--- config.mk ---
export PLATFORM = sky130hd
export DESIGN_NAME = mem_port_arbiter_flat
export DESIGN_NICKNAME = d
export VERILOG_FILES = /design/src/rtl/mem_port_arbiter_if.sv /design/src/rtl/mem_port_arbiter.sv /design/src/flat_wrapper.sv
export SDC_FILE = /design/constraint.sdc
export NUM_CORES = 1
export LEC_CHECK = 0
export CAP_MARGIN = 20
export CORE_AREA = 4 4 196 198
export CTS_BUF_LIST = sky130_fd_sc_hd__clkbuf_16
export CTS_CLUSTER_DIAMETER = 40
export CTS_CLUSTER_SIZE = 10
export DETAILED_ROUTE_END_ITERATION = 7
export DIE_AREA = 0 0 200 202
export PLACE_DENSITY_LB_ADDON = 0.2
export SKIP_CTS_REPAIR_TIMING = 1
export SYNTH_ARGS = -nofsm -noshare
export SYNTH_HDL_FRONTEND = slang
export SYNTH_SLANG_ARGS = --single-unit
--- constraint.sdc ---
create_clock -name clk -period 2.3 [get_ports clk]
set_input_delay 0.46 -clock clk [delete_from_list [all_inputs] [get_ports clk]]
set_output_delay 0.46 -clock clk [all_outputs]
set_load 0.05 [all_outputs]
--- src/rtl/mem_port_arbiter_if.sv ---
// ---------------------------------------------------------------------------
// mem_port_arbiter_if
//   Single-ported memory bus between the fetch/data arbiter and the memory.
//   One request channel (valid/ready with doubleword address and store
//   qualifiers) and one in-order response strobe with data.
//
//   master : arbiter side (drives requests, receives responses)
//   slave  : memory side  (accepts requests, drives responses)
// ---------------------------------------------------------------------------
interface mem_port_arbiter_if;
  logic        mem_req_valid;
  logic        mem_req_ready;
  logic [63:0] mem_req_addr;
  logic        mem_req_we;
  logic [63:0] mem_req_wdata;
  logic [7:0]  mem_req_wmask;
  logic        mem_resp_valid;
  logic [63:0] mem_resp_data;

  modport master (
    output mem_req_valid, mem_req_addr, mem_req_we, mem_req_wdata, mem_req_wmask,
    input  mem_req_ready, mem_resp_valid, mem_resp_data
  );

  modport slave (
    input  mem_req_valid, mem_req_addr, mem_req_we, mem_req_wdata, mem_req_wmask,
    output mem_req_ready, mem_resp_valid, mem_resp_data
  );
endinterface

--- src/rtl/mem_port_arbiter.sv ---
// ---------------------------------------------------------------------------
// mem_port_arbiter
//   Shares one memory port between instruction fetch and data load/store.
//   Fetches are served from a one-doubleword fetch buffer; a miss refills it.
//   At most one memory request is outstanding at any time.
//
//   Parameter DATA_PRIO : 1 = data wins when fetch miss and data are both
//                         pending, 0 = fetch wins.
//   Macro ARB_STORE_SNOOP_EN : when defined, an accepted store to the
//                         buffered doubleword invalidates the fetch buffer.
//
//   Ports
//     clk, rstn            clock, asynchronous active-low reset
//     if_request, pc       fetch request / 4-byte aligned fetch address
//     inst, if_stall       instruction word / fetch not yet satisfied
//     re_mem, we_mem       data load / store request
//     address              data byte address
//     wdata_mem, wmask_mem lane-positioned store data / byte enables
//     rdata_mem, mem_stall load doubleword (unshifted) / data access busy
//     mem                  memory bus (master modport)
// ---------------------------------------------------------------------------
module mem_port_arbiter #(
  parameter bit DATA_PRIO = 1'b1
) (
  input  logic        clk,
  input  logic        rstn,
  input  logic        if_request,
  input  logic [63:0] pc,
  output logic [31:0] inst,
  output logic        if_stall,
  input  logic        re_mem,
  input  logic        we_mem,
  input  logic [63:0] address,
  input  logic [63:0] wdata_mem,
  input  logic [7:0]  wmask_mem,
  output logic [63:0] rdata_mem,
  output logic        mem_stall,
  mem_port_arbiter_if.master mem
);

  typedef enum logic [2:0] {
    IDLE    = 3'd0,
    IF_REQ  = 3'd1,
    IF_WAIT = 3'd2,
    D_REQ   = 3'd3,
    D_WAIT  = 3'd4,
    D_DONE  = 3'd5
  } state_t;

  // Request fields captured when leaving IDLE and held until accepted.
  // Fetch and load requests carry zero store qualifiers.
  typedef struct packed {
    logic [60:0] dw;
    logic        we;
    logic [63:0] wdata;
    logic [7:0]  wmask;
  } mem_req_t;

  state_t      state_q, state_d;
  mem_req_t    req_q, req_d;
  logic        buf_vld_q, buf_vld_d;
  logic [60:0] buf_tag_q, buf_tag_d;
  logic [63:0] buf_data_q, buf_data_d;
  logic [63:0] rdata_q, rdata_d;

  logic hit, fetch_miss, data_pend, snoop_hit, req_valid;

  // pc[1:0] and address[2:0] carry no information for doubleword access
  logic unused_bits;
  assign unused_bits = ^{pc[1:0], address[2:0]};

  assign hit        = buf_vld_q & (buf_tag_q == pc[63:3]);
  assign fetch_miss = if_request & ~hit;
  assign data_pend  = re_mem | we_mem;

`ifdef ARB_STORE_SNOOP_EN
  // A store to the buffered doubleword makes the buffered copy stale.
  assign snoop_hit = req_q.we & (req_q.dw == buf_tag_q);
`else
  // Stores never touch the fetch buffer.
  assign snoop_hit = 1'b0;
`endif

  // Core-facing outputs
  assign inst      = pc[2] ? buf_data_q[63:32] : buf_data_q[31:0];
  assign if_stall  = if_request & ~hit;
  assign mem_stall = data_pend & (state_q != D_DONE);
  assign rdata_mem = rdata_q;

  // Memory-facing outputs
  assign mem.mem_req_valid = req_valid;
  assign mem.mem_req_addr  = {req_q.dw, 3'b000};
  assign mem.mem_req_we    = req_q.we;
  assign mem.mem_req_wdata = req_q.wdata;
  assign mem.mem_req_wmask = req_q.wmask;

  always_comb begin
    state_d    = state_q;
    req_d      = req_q;
    buf_vld_d  = buf_vld_q;
    buf_tag_d  = buf_tag_q;
    buf_data_d = buf_data_q;
    rdata_d    = rdata_q;
    req_valid  = 1'b0;

    case (state_q)
      IDLE: begin
        if (fetch_miss && (!data_pend || !DATA_PRIO)) begin
          state_d = IF_REQ;
          req_d   = '{dw: pc[63:3], we: 1'b0, wdata: '0, wmask: '0};
        end else if (data_pend) begin
          state_d = D_REQ;
          req_d   = '{dw:    address[63:3],
                      we:    we_mem,
                      wdata: we_mem ? wdata_mem : 64'd0,
                      wmask: we_mem ? wmask_mem : 8'd0};
        end
      end

      IF_REQ: begin
        req_valid = 1'b1;
        if (mem.mem_req_ready) state_d = IF_WAIT;
      end

      // Tag comes from the captured request, not the live pc: a fetch that
      // was abandoned or redirected still fills with the line it asked for.
      IF_WAIT: begin
        if (mem.mem_resp_valid) begin
          buf_data_d = mem.mem_resp_data;
          buf_tag_d  = req_q.dw;
          buf_vld_d  = 1'b1;
          state_d    = IDLE;
        end
      end

      D_REQ: begin
        req_valid = 1'b1;
        if (mem.mem_req_ready) begin
          state_d = D_WAIT;
          if (snoop_hit) buf_vld_d = 1'b0;
        end
      end

      D_WAIT: begin
        if (mem.mem_resp_valid) begin
          rdata_d = mem.mem_resp_data;
          state_d = D_DONE;
        end
      end

      // One-cycle completion window: mem_stall drops here only.
      D_DONE: state_d = IDLE;

      default: state_d = IDLE;
    endcase
  end

  always_ff @(posedge clk or negedge rstn) begin
    if (!rstn) begin
      state_q    <= IDLE;
      req_q      <= '0;
      buf_vld_q  <= 1'b0;
      buf_tag_q  <= '0;
      buf_data_q <= '0;
      rdata_q    <= '0;
    end else begin
      state_q    <= state_d;
      req_q      <= req_d;
      buf_vld_q  <= buf_vld_d;
      buf_tag_q  <= buf_tag_d;
      buf_data_q <= buf_data_d;
      rdata_q    <= rdata_d;
    end
  end

  // A stalled request must not change under the memory's feet.
  a_req_hold: assert property (@(posedge clk) disable iff (!rstn)
    (req_valid && !mem.mem_req_ready) |=>
      (req_valid && $stable(req_q)));

endmodule

--- src/flat_wrapper.sv ---
// flat-port wrapper written by rule: the top's interface ports become plain ports
module mem_port_arbiter_flat 
#(
  parameter bit DATA_PRIO = 1'b1
)
  (clk, rstn, if_request, pc, inst, if_stall, re_mem, we_mem, address, wdata_mem, wmask_mem, rdata_mem, mem_stall, mem_mem_req_valid, mem_mem_req_addr, mem_mem_req_we, mem_mem_req_wdata, mem_mem_req_wmask, mem_mem_req_ready, mem_mem_resp_valid, mem_mem_resp_data);
  mem_port_arbiter_if mem_i ();
  input  logic clk;
  input  logic rstn;
  input  logic if_request;
  input  logic [63:0] pc;
  output logic [31:0] inst;
  output logic if_stall;
  input  logic re_mem;
  input  logic we_mem;
  input  logic [63:0] address;
  input  logic [63:0] wdata_mem;
  input  logic [7:0] wmask_mem;
  output logic [63:0] rdata_mem;
  output logic mem_stall;
  output wire logic [$bits(mem_i.mem_req_valid)-1:0] mem_mem_req_valid;
  output wire logic [$bits(mem_i.mem_req_addr)-1:0] mem_mem_req_addr;
  output wire logic [$bits(mem_i.mem_req_we)-1:0] mem_mem_req_we;
  output wire logic [$bits(mem_i.mem_req_wdata)-1:0] mem_mem_req_wdata;
  output wire logic [$bits(mem_i.mem_req_wmask)-1:0] mem_mem_req_wmask;
  input wire logic [$bits(mem_i.mem_req_ready)-1:0] mem_mem_req_ready;
  input wire logic [$bits(mem_i.mem_resp_valid)-1:0] mem_mem_resp_valid;
  input wire logic [$bits(mem_i.mem_resp_data)-1:0] mem_mem_resp_data;
  assign mem_mem_req_valid = mem_i.mem_req_valid;
  assign mem_mem_req_addr = mem_i.mem_req_addr;
  assign mem_mem_req_we = mem_i.mem_req_we;
  assign mem_mem_req_wdata = mem_i.mem_req_wdata;
  assign mem_mem_req_wmask = mem_i.mem_req_wmask;
  assign mem_i.mem_req_ready = mem_mem_req_ready;
  assign mem_i.mem_resp_valid = mem_mem_resp_valid;
  assign mem_i.mem_resp_data = mem_mem_resp_data;
  mem_port_arbiter #(.DATA_PRIO(DATA_PRIO)) u_core (.clk(clk), .rstn(rstn), .if_request(if_request), .pc(pc), .inst(inst), .if_stall(if_stall), .re_mem(re_mem), .we_mem(we_mem), .address(address), .wdata_mem(wdata_mem), .wmask_mem(wmask_mem), .rdata_mem(rdata_mem), .mem_stall(mem_stall), .mem(mem_i));
endmodule
==> metrics.md, run 1 <==
| Metric | Value |
|---|---|
| Crit path time final | `2830 ps` |
| Final hold violations | `0` |
| VDD IR max | `0.944 mV` |
| Placed Cells | `1,906` |
| PD cells | `1690 mW/mm^2` |
| Flops & latches, synth | `327` |
| Worst-Margin Slew | `635 ps` |
| Mapped Area | `0.0137 sq mm` |
| Clock Pin Slew Worst Setup and Hold Paths | `50 ps` |
| Asr flop ratio synth | `100%` |
| Residual DRC count | `0` |
| Post-synth top area share | `59.6%` |
| Worst path required time | `1840 ps` |
| First-pass GRT wire length | `69.6 mm` |
| Syn Area/Cell | `14.3 sq um` |
| Vias in the first global route | `11,300` |
| Area grow syn2layout | `59.5%` |
| Final setup viols | `135` |
| Post-DP HPWL | `33.7 mm` |
| Worst Skew | `14.1 ps` |
| Signal arrival time at the worst endpoint | `2370 ps` |
| Avg WL per Cell | `24.0 microns` |
| Initial antenna violation count | `8` |
| Gpl congestion | `0.889` |
| Non-filler instance count after layout | `2,024` |
| Combinational family with the most area after synthesis | `multiplexers` |
| Largest net degree at the start of global routing | `74` |
| Synth warn | `0` |
| Fin util | `59.9%` |
| Worst Setup Path Type | `reg2out` |
| Most common cell in the synthesized netlist | `dfrtp_1` |
| Vias/cell | `5.30` |
| Post-synth top flop | `dfrtp_1` |
| Startpoint types | `flip-flop` |
| Clock Latency Late Sink | `560 ps` |
| Starting Density | `37.6%` |
| Site Rows | `70` |
| FILL cells | `2,845` |
| Top Ports | `507` |
| Mapped Cells | `957` |
| Width of the chip | `200 microns` |
| RSZ-0062 raised after global routing | `yes` |
| Number of buffers added on ports | `498` |
| CTS tree | `yes` |
| Final setup TNS | `-27,650 ps` |
| Routed Antenna Nets | `0` |
| CTS Buf Count | `50` |
| Post-Synth Simple-Gate Area | `5.68%` |
| GRT overflow | `0` |
| Worst hold path type | `in2async` |
| Final worst hold slack | `445 ps` |
| Setup crit end kind | `output port` |
| Layout cells sized above 1 | `28.0%` |
| Area share of xor/xnor cells in the synthesized design | `2.74%` |
| Drt first pass iters | `6` |
| Status | `complete, but fails checks` |
| Relative slew slack | `57.6%` |
| Post-synth cell types | `42` |
| Setup WS post-layout | `-533 ps` |
| DRT iter0 DRCs | `574` |
| Slew Limit Fails | `0` |
| Area contributors post-synth | `dfrtp_1, mux2_2, o221a_1` |
| CTS root buf | `clkbuf_16` |
| MaxCap Viol Count | `0` |
| Die height | `202 microns` |
| Adder-cell share of the synthesized area | `0%` |
| Failing checks | `setup timing` |
| Post-synthesis mux area share | `17.6%` |
| Clk sinks | `327` |
| DP Worst Slack | `-1010 ps` |
| Post-synth top cells | `dfrtp_1, mux2_2, a22o_1` |
| Total wire length | `48.6 mm` |
| Vias | `10,700` |
| Total track usage | `22.3%` |
| Core footprint | `0.0365 sq mm` |
| NumNets Final | `1,786` |
| H-tree levels | `2` |
| Clock Tree Buf Depth | `3` |
| Period utilization | `123%` |
| Compound-gate portion of the synthesized area | `11.2%` |
| Fmax | `353 MHz` |
| Die ar. | `0.0404 sq mm` |
| Register area share after synthesis | `59.6%` |
| EDFF count, synth | `0` |
| Leakage | `9.09 nW` |
| Area leader, netlist | `dfrtp_1` |
| Worst-path fanout max | `4` |
==> worst max-delay path: stages (launching register included) <==
cell and delay [ps]:
dfrtp_1 400, xnor2_2 230, buf_4 180, nand4_1 100
nor4_1 280, buf_4 160, nand2_4 40, o21ai_4 220
inv_4 60, buf_8 150
==> metrics by stage <==
stage                     instance area, sq um  power (W)
after floorplan                          13700     0.0214
after global placement                   19600     0.0277
after detailed placement                 19600     0.0280
after CTS                                21300     0.0360
after global routing                     21900     0.0385
final                                    21900     0.0369
==> layout by cell type, fill, tap and decap left out, drive strengths merged, types with 3 or more instances in the layout <==
| cell type | netlist | routed |
|---|---|---|
| nand2b | 16 | 16 |
| o21ai | 9 | 9 |
| nor2 | 4 | 4 |
| nand2 | 9 | 9 |
| nor4 | 5 | 5 |
| o221a | 59 | 59 |
| inv | 15 | 22 |
| dfrtp | 327 | 327 |
| xnor2 | 43 | 43 |
| o2111ai | 5 | 5 |
| nor2b | 8 | 8 |
| mux2 | 215 | 215 |
| bufinv | 0 | 10 |
| a22o | 72 | 72 |
| clkbuf | 45 | 60 |
| clkinv | 0 | 14 |
| buf | 31 | 110 |
| o221ai | 3 | 3 |
| conb | 1 | 3 |
| clkinvlp | 0 | 6 |
| nand4 | 17 | 17 |
| diode | 0 | 5 |
| clkdlybuf4s50 | 0 | 449 |
| or4 | 53 | 53 |
| dlymetal6s2s | 0 | 11 |
==> registers in the layout, indices dropped and copies added (netlist names) <==
name,flops
u_core.buf_data_q,64
u_core.buf_tag_q,61
u_core.buf_vld_q,1
u_core.mem.mem_req_addr,61
u_core.mem.mem_req_wdata,64
u_core.mem.mem_req_we,1
u_core.mem.mem_req_wmask,8
u_core.rdata_mem,64
u_core.state_q,3
==> cell families (layout without fill, tap and decap cells) <==
group / after synthesis / after routing
and+or+nand+nor: 119 / 119
muxes: 215 / 215
AOI/OAI and AO/OA: 161 / 161
other: 1 / 8
xor gates and xnor gates: 43 / 43
buffers and inverters: 91 / 683
DFF: 327 / 327
==> worst paths after layout <==
path                                     start                      endpoint  slack, ps  cells after the start
setup / recovery           u_core.buf_tag_q[6]                      if_stall       -530                      9
hold / removal                            rstn   u_core.mem.mem_req_addr[26]        440                      2
setup reg to reg           u_core.buf_tag_q[6]  u_core.mem.mem_req_wdata[14]       -340                     14
hold reg to reg               u_core.buf_vld_q              u_core.buf_vld_q        470                      1
max in group asynchronous                 rstn           u_core.rdata_mem[7]       1120                      3
min in group clk              u_core.buf_vld_q              u_core.buf_vld_q        470                      1
==> routing by layer <==
| layer | wire (microns) | GRT usage, % |
|---|---|---|
| met5 | 34 | 0 |
| met4 | 1390 | 7.45 |
| met3 | 3980 | 6.58 |
| met2 | 24300 | 37.0 |
| met1 | 18900 | 28.0 |
==> power by group <==
group          leakage, nW  total (W)  internal [W]  switching, W
clock network        0.845    0.00784       0.00513       0.00271
registers             3.90     0.0102       0.00845       0.00171
logic                 4.34     0.0189       0.00786        0.0111
==> final cells by class <==
type                            instances  area (sq um)  share of cell area, %
Timing Repair Buffer                  580          6070                   27.7
Antenna cell                            5          12.5                 0.0571
Clock inverter                         37           450                   2.06
Tap cell                              468           586                   2.67
Clock buffer                           51          1280                   5.83
Inverter                               15          58.8                  0.269
Sequential cell                       327          8180                   37.4
Multi-Input combinational cell        541          5260                   24.0
Power figures use the tool's default switching activity.
==> run 2: changes to the inputs <==
--- a/config.mk
+++ b/config.mk
@@ -6,12 +6,13 @@
 export NUM_CORES = 1
 export LEC_CHECK = 0
 export CAP_MARGIN = 20
-export CORE_AREA = 4 4 196 198
+export CORE_AREA = 4 4 194 196
 export CTS_BUF_LIST = sky130_fd_sc_hd__clkbuf_16
 export CTS_CLUSTER_DIAMETER = 40
 export CTS_CLUSTER_SIZE = 10
 export DETAILED_ROUTE_END_ITERATION = 7
-export DIE_AREA = 0 0 200 202
+export DIE_AREA = 0 0 198 200
+export DONT_BUFFER_PORTS = 1
 export PLACE_DENSITY_LB_ADDON = 0.2
 export SKIP_CTS_REPAIR_TIMING = 1
 export SYNTH_ARGS = -nofsm -noshare
==> metrics.md, run 2 (synthesis results as in run 1) <==
| Metric | Value |
|---|---|
| Worst Skew | `27.1 ps (+13.0 ps)` |
| Clock share of power | `22.3% (+1.1 points)` |
| Startpoint types | `flip-flop` |
| Worst-path fanout max | `7 (+3)` |
| Fmax | `349 MHz (-1.1%)` |
| Die ar. | `0.0396 sq mm (-2.0%)` |
| Vias in the first global route | `9,011 (-20%)` |
| VDD IR max | `0.912 mV (-3.4%)` |
| Signal arrival time at the worst endpoint | `2400 ps (+30 ps)` |
| RSZ-0062 raised after global routing | `yes` |
| Top Ports | `507 (unchanged)` |
| DRT iter0 DRCs | `381 (-34%)` |
| Leakage | `6.84 nW (-25%)` |
| Pint | `0.0174 W (-19%)` |
| Die height | `200 microns (-0.99%)` |
| Initial antenna violation count | `2 (-6)` |
| Sw Share | `45.6% (+3.7 points)` |
| Core footprint | `0.0361 sq mm (-1.2%)` |
| Vias | `8,564 (-20%)` |
| Worst hold path type | `in2async` |
| Clock Pin Slew Worst Setup and Hold Paths | `50 ps (about the same)` |
| Avg WL per Cell | `28.1 microns (+17%)` |
| Vias/cell | `5.68 (+7.1%)` |
| Width of the chip | `198 microns (-1.0%)` |
| PD cells | `1930 mW/mm^2 (+14%)` |
| H-tree levels | `2 (unchanged)` |
| Period utilization | `125% (+1.3 points)` |
| Setup WS post-layout | `-564 ps (-30.3 ps)` |
| Ant diodes | `0 (-5)` |
| Placed Cells | `1,398 (-27%)` |
| Drt first pass iters | `4 (-2)` |
| Number of buffers added on ports | `0 (-100%)` |
| FILL cells | `3,204 (+13%)` |
| Logic pwr share | `28.5% (-23 points)` |
| Site Rows | `70 (unchanged)` |
| Routed Antenna Nets | `0 (unchanged)` |
| Fin util | `45.9% (-14 points)` |
| First-pass GRT wire length | `59.3 mm (-15%)` |
| Final hold violations | `327 (+327)` |
| Commonest non-fill, non-tap cells in the layout | `dfrtp_1, mux2_2, a22o_1` |
| Post-DP HPWL | `28.8 mm (-14%)` |
| MaxCap Viol Count | `0 (unchanged)` |
| Clock Latency Late Sink | `570 ps (about the same)` |
| Layout cells sized above 1 | `35.8% (+7.8 points)` |
| Final setup viols | `136 (+0.74%)` |
| Worst path required time | `1840 ps (about the same)` |
| Commonest non-fill, non-tap cell in the layout | `dfrtp_1` |
| Status | `complete, but fails checks` |
| Gpl congestion | `0.799 (-10%)` |
| Starting Density | `38.0% (+0.46 points)` |
| Relative slew slack | `40.2% (-17 points)` |
| NumNets Final | `1,282 (-28%)` |
| Clock Tree Buf Depth | `3 (unchanged)` |
| Residual DRC count | `0 (unchanged)` |
| Total track usage | `19.7% (-2.6 points)` |
| GRT overflow | `0 (unchanged)` |
| Largest net degree at the start of global routing | `328 (+340%)` |
| Failing checks | `hold timing, setup timing` |
| CTS tree | `yes` |
| Total wire length | `42.3 mm (-13%)` |
| Worst Setup Path Type | `reg2out` |
| CTS root buf | `clkbuf_16` |
| Slew Limit Fails | `0 (unchanged)` |
| Worst-Margin Slew | `897 ps (+262 ps)` |
| Non-filler instance count after layout | `1,509 (-25%)` |
| Switching power | `0.0146 W (-6.0%)` |
| Clk sinks | `327 (unchanged)` |
| Setup crit end kind | `output port` |
| Crit path time final | `2860 ps (+30.3 ps)` |
| Area grow syn2layout | `20.7%` |
| Sequential share of power | `49.2% (+22 points)` |
| CTS Buf Count | `49 (-2.0%)` |
| Final worst hold slack | `-414 ps (-858 ps)` |
## run 2: critical path, cell delays in order (launching register included)
cell	delay, ps
dfrtp_1	380
nor2b_1	150
a2111o_1	300
nor4_2	290
nand4_1	220
o21ai_4	250
inv_2	80
buf_12	160
## run 2: path summary, 6_finish.rpt
path / startpoint / endpoint / slack [ps] / cells after the start
worst min register to register: u_core.buf_vld_q / u_core.buf_vld_q / 470 / 1
worst max register to register: u_core.buf_tag_q[31] / u_core.mem.mem_req_wdata[33] / -460 / 12
max in group asynchronous: rstn / u_core.buf_tag_q[0] / 1940 / 0
worst min-delay path: rstn / u_core.mem.mem_req_addr[27] / -410 / 0
min in group clk: wdata_mem[61] / u_core.mem.mem_req_wdata[61] / 30 / 1
worst max-delay path: u_core.buf_tag_q[31] / if_stall / -560 / 7
## run 2: cell type report
cell class | instances | area (sq um) | share of cell area, %
Sequential cell | 327 | 8180 | 49.4
Multi-Input combinational cell | 541 | 5190 | 31.3
Clock buffer | 50 | 1250 | 7.55
Timing Repair Buffer | 77 | 1000 | 6.03
Tap cell | 468 | 586 | 3.53
Clock inverter | 31 | 304 | 1.83
Inverter | 15 | 56.3 | 0.340
## run 2: through the flow
step	TNS, ps	cell area (sq um)	power (W)	worst slack, ps
2_1_floorplan	-1840	13700	0.0214	-26.5
3_3_place_gp	-35780	14400	0.0238	-313
3_5_place_dp	-33340	14400	0.0240	-295
4_1_cts	-16750	16000	0.0312	-722
5_1_grt	-51200	16600	0.0334	-697
6_report	-35010	16600	0.0319	-564
## run 2: per-layer routing
metal | GRT usage [%] | part of all wire, % | routed length, microns | vias up
li1 | - | - | - | 3735
met1 | 24.2 | 38 | 16200 | 4372
met2 | 33.1 | 51 | 21600 | 402
met3 | 6.60 | 8.5 | 3620 | 55
met4 | 6.25 | 2.2 | 938 | 0
met5 | 0 | 0 | 0 | -
## run 2: power groups by stage
stage	combinational (W)	sequential, W	clock (W)
6_report	0.00910	0.0157	0.00711
5_1_grt	0.00975	0.0161	0.00753
4_1_cts	0.00812	0.0158	0.00730
3_3_place_gp	0.00794	0.0158	0
2_1_floorplan	0.00647	0.0150	0
3_5_place_dp	0.00813	0.0158	0
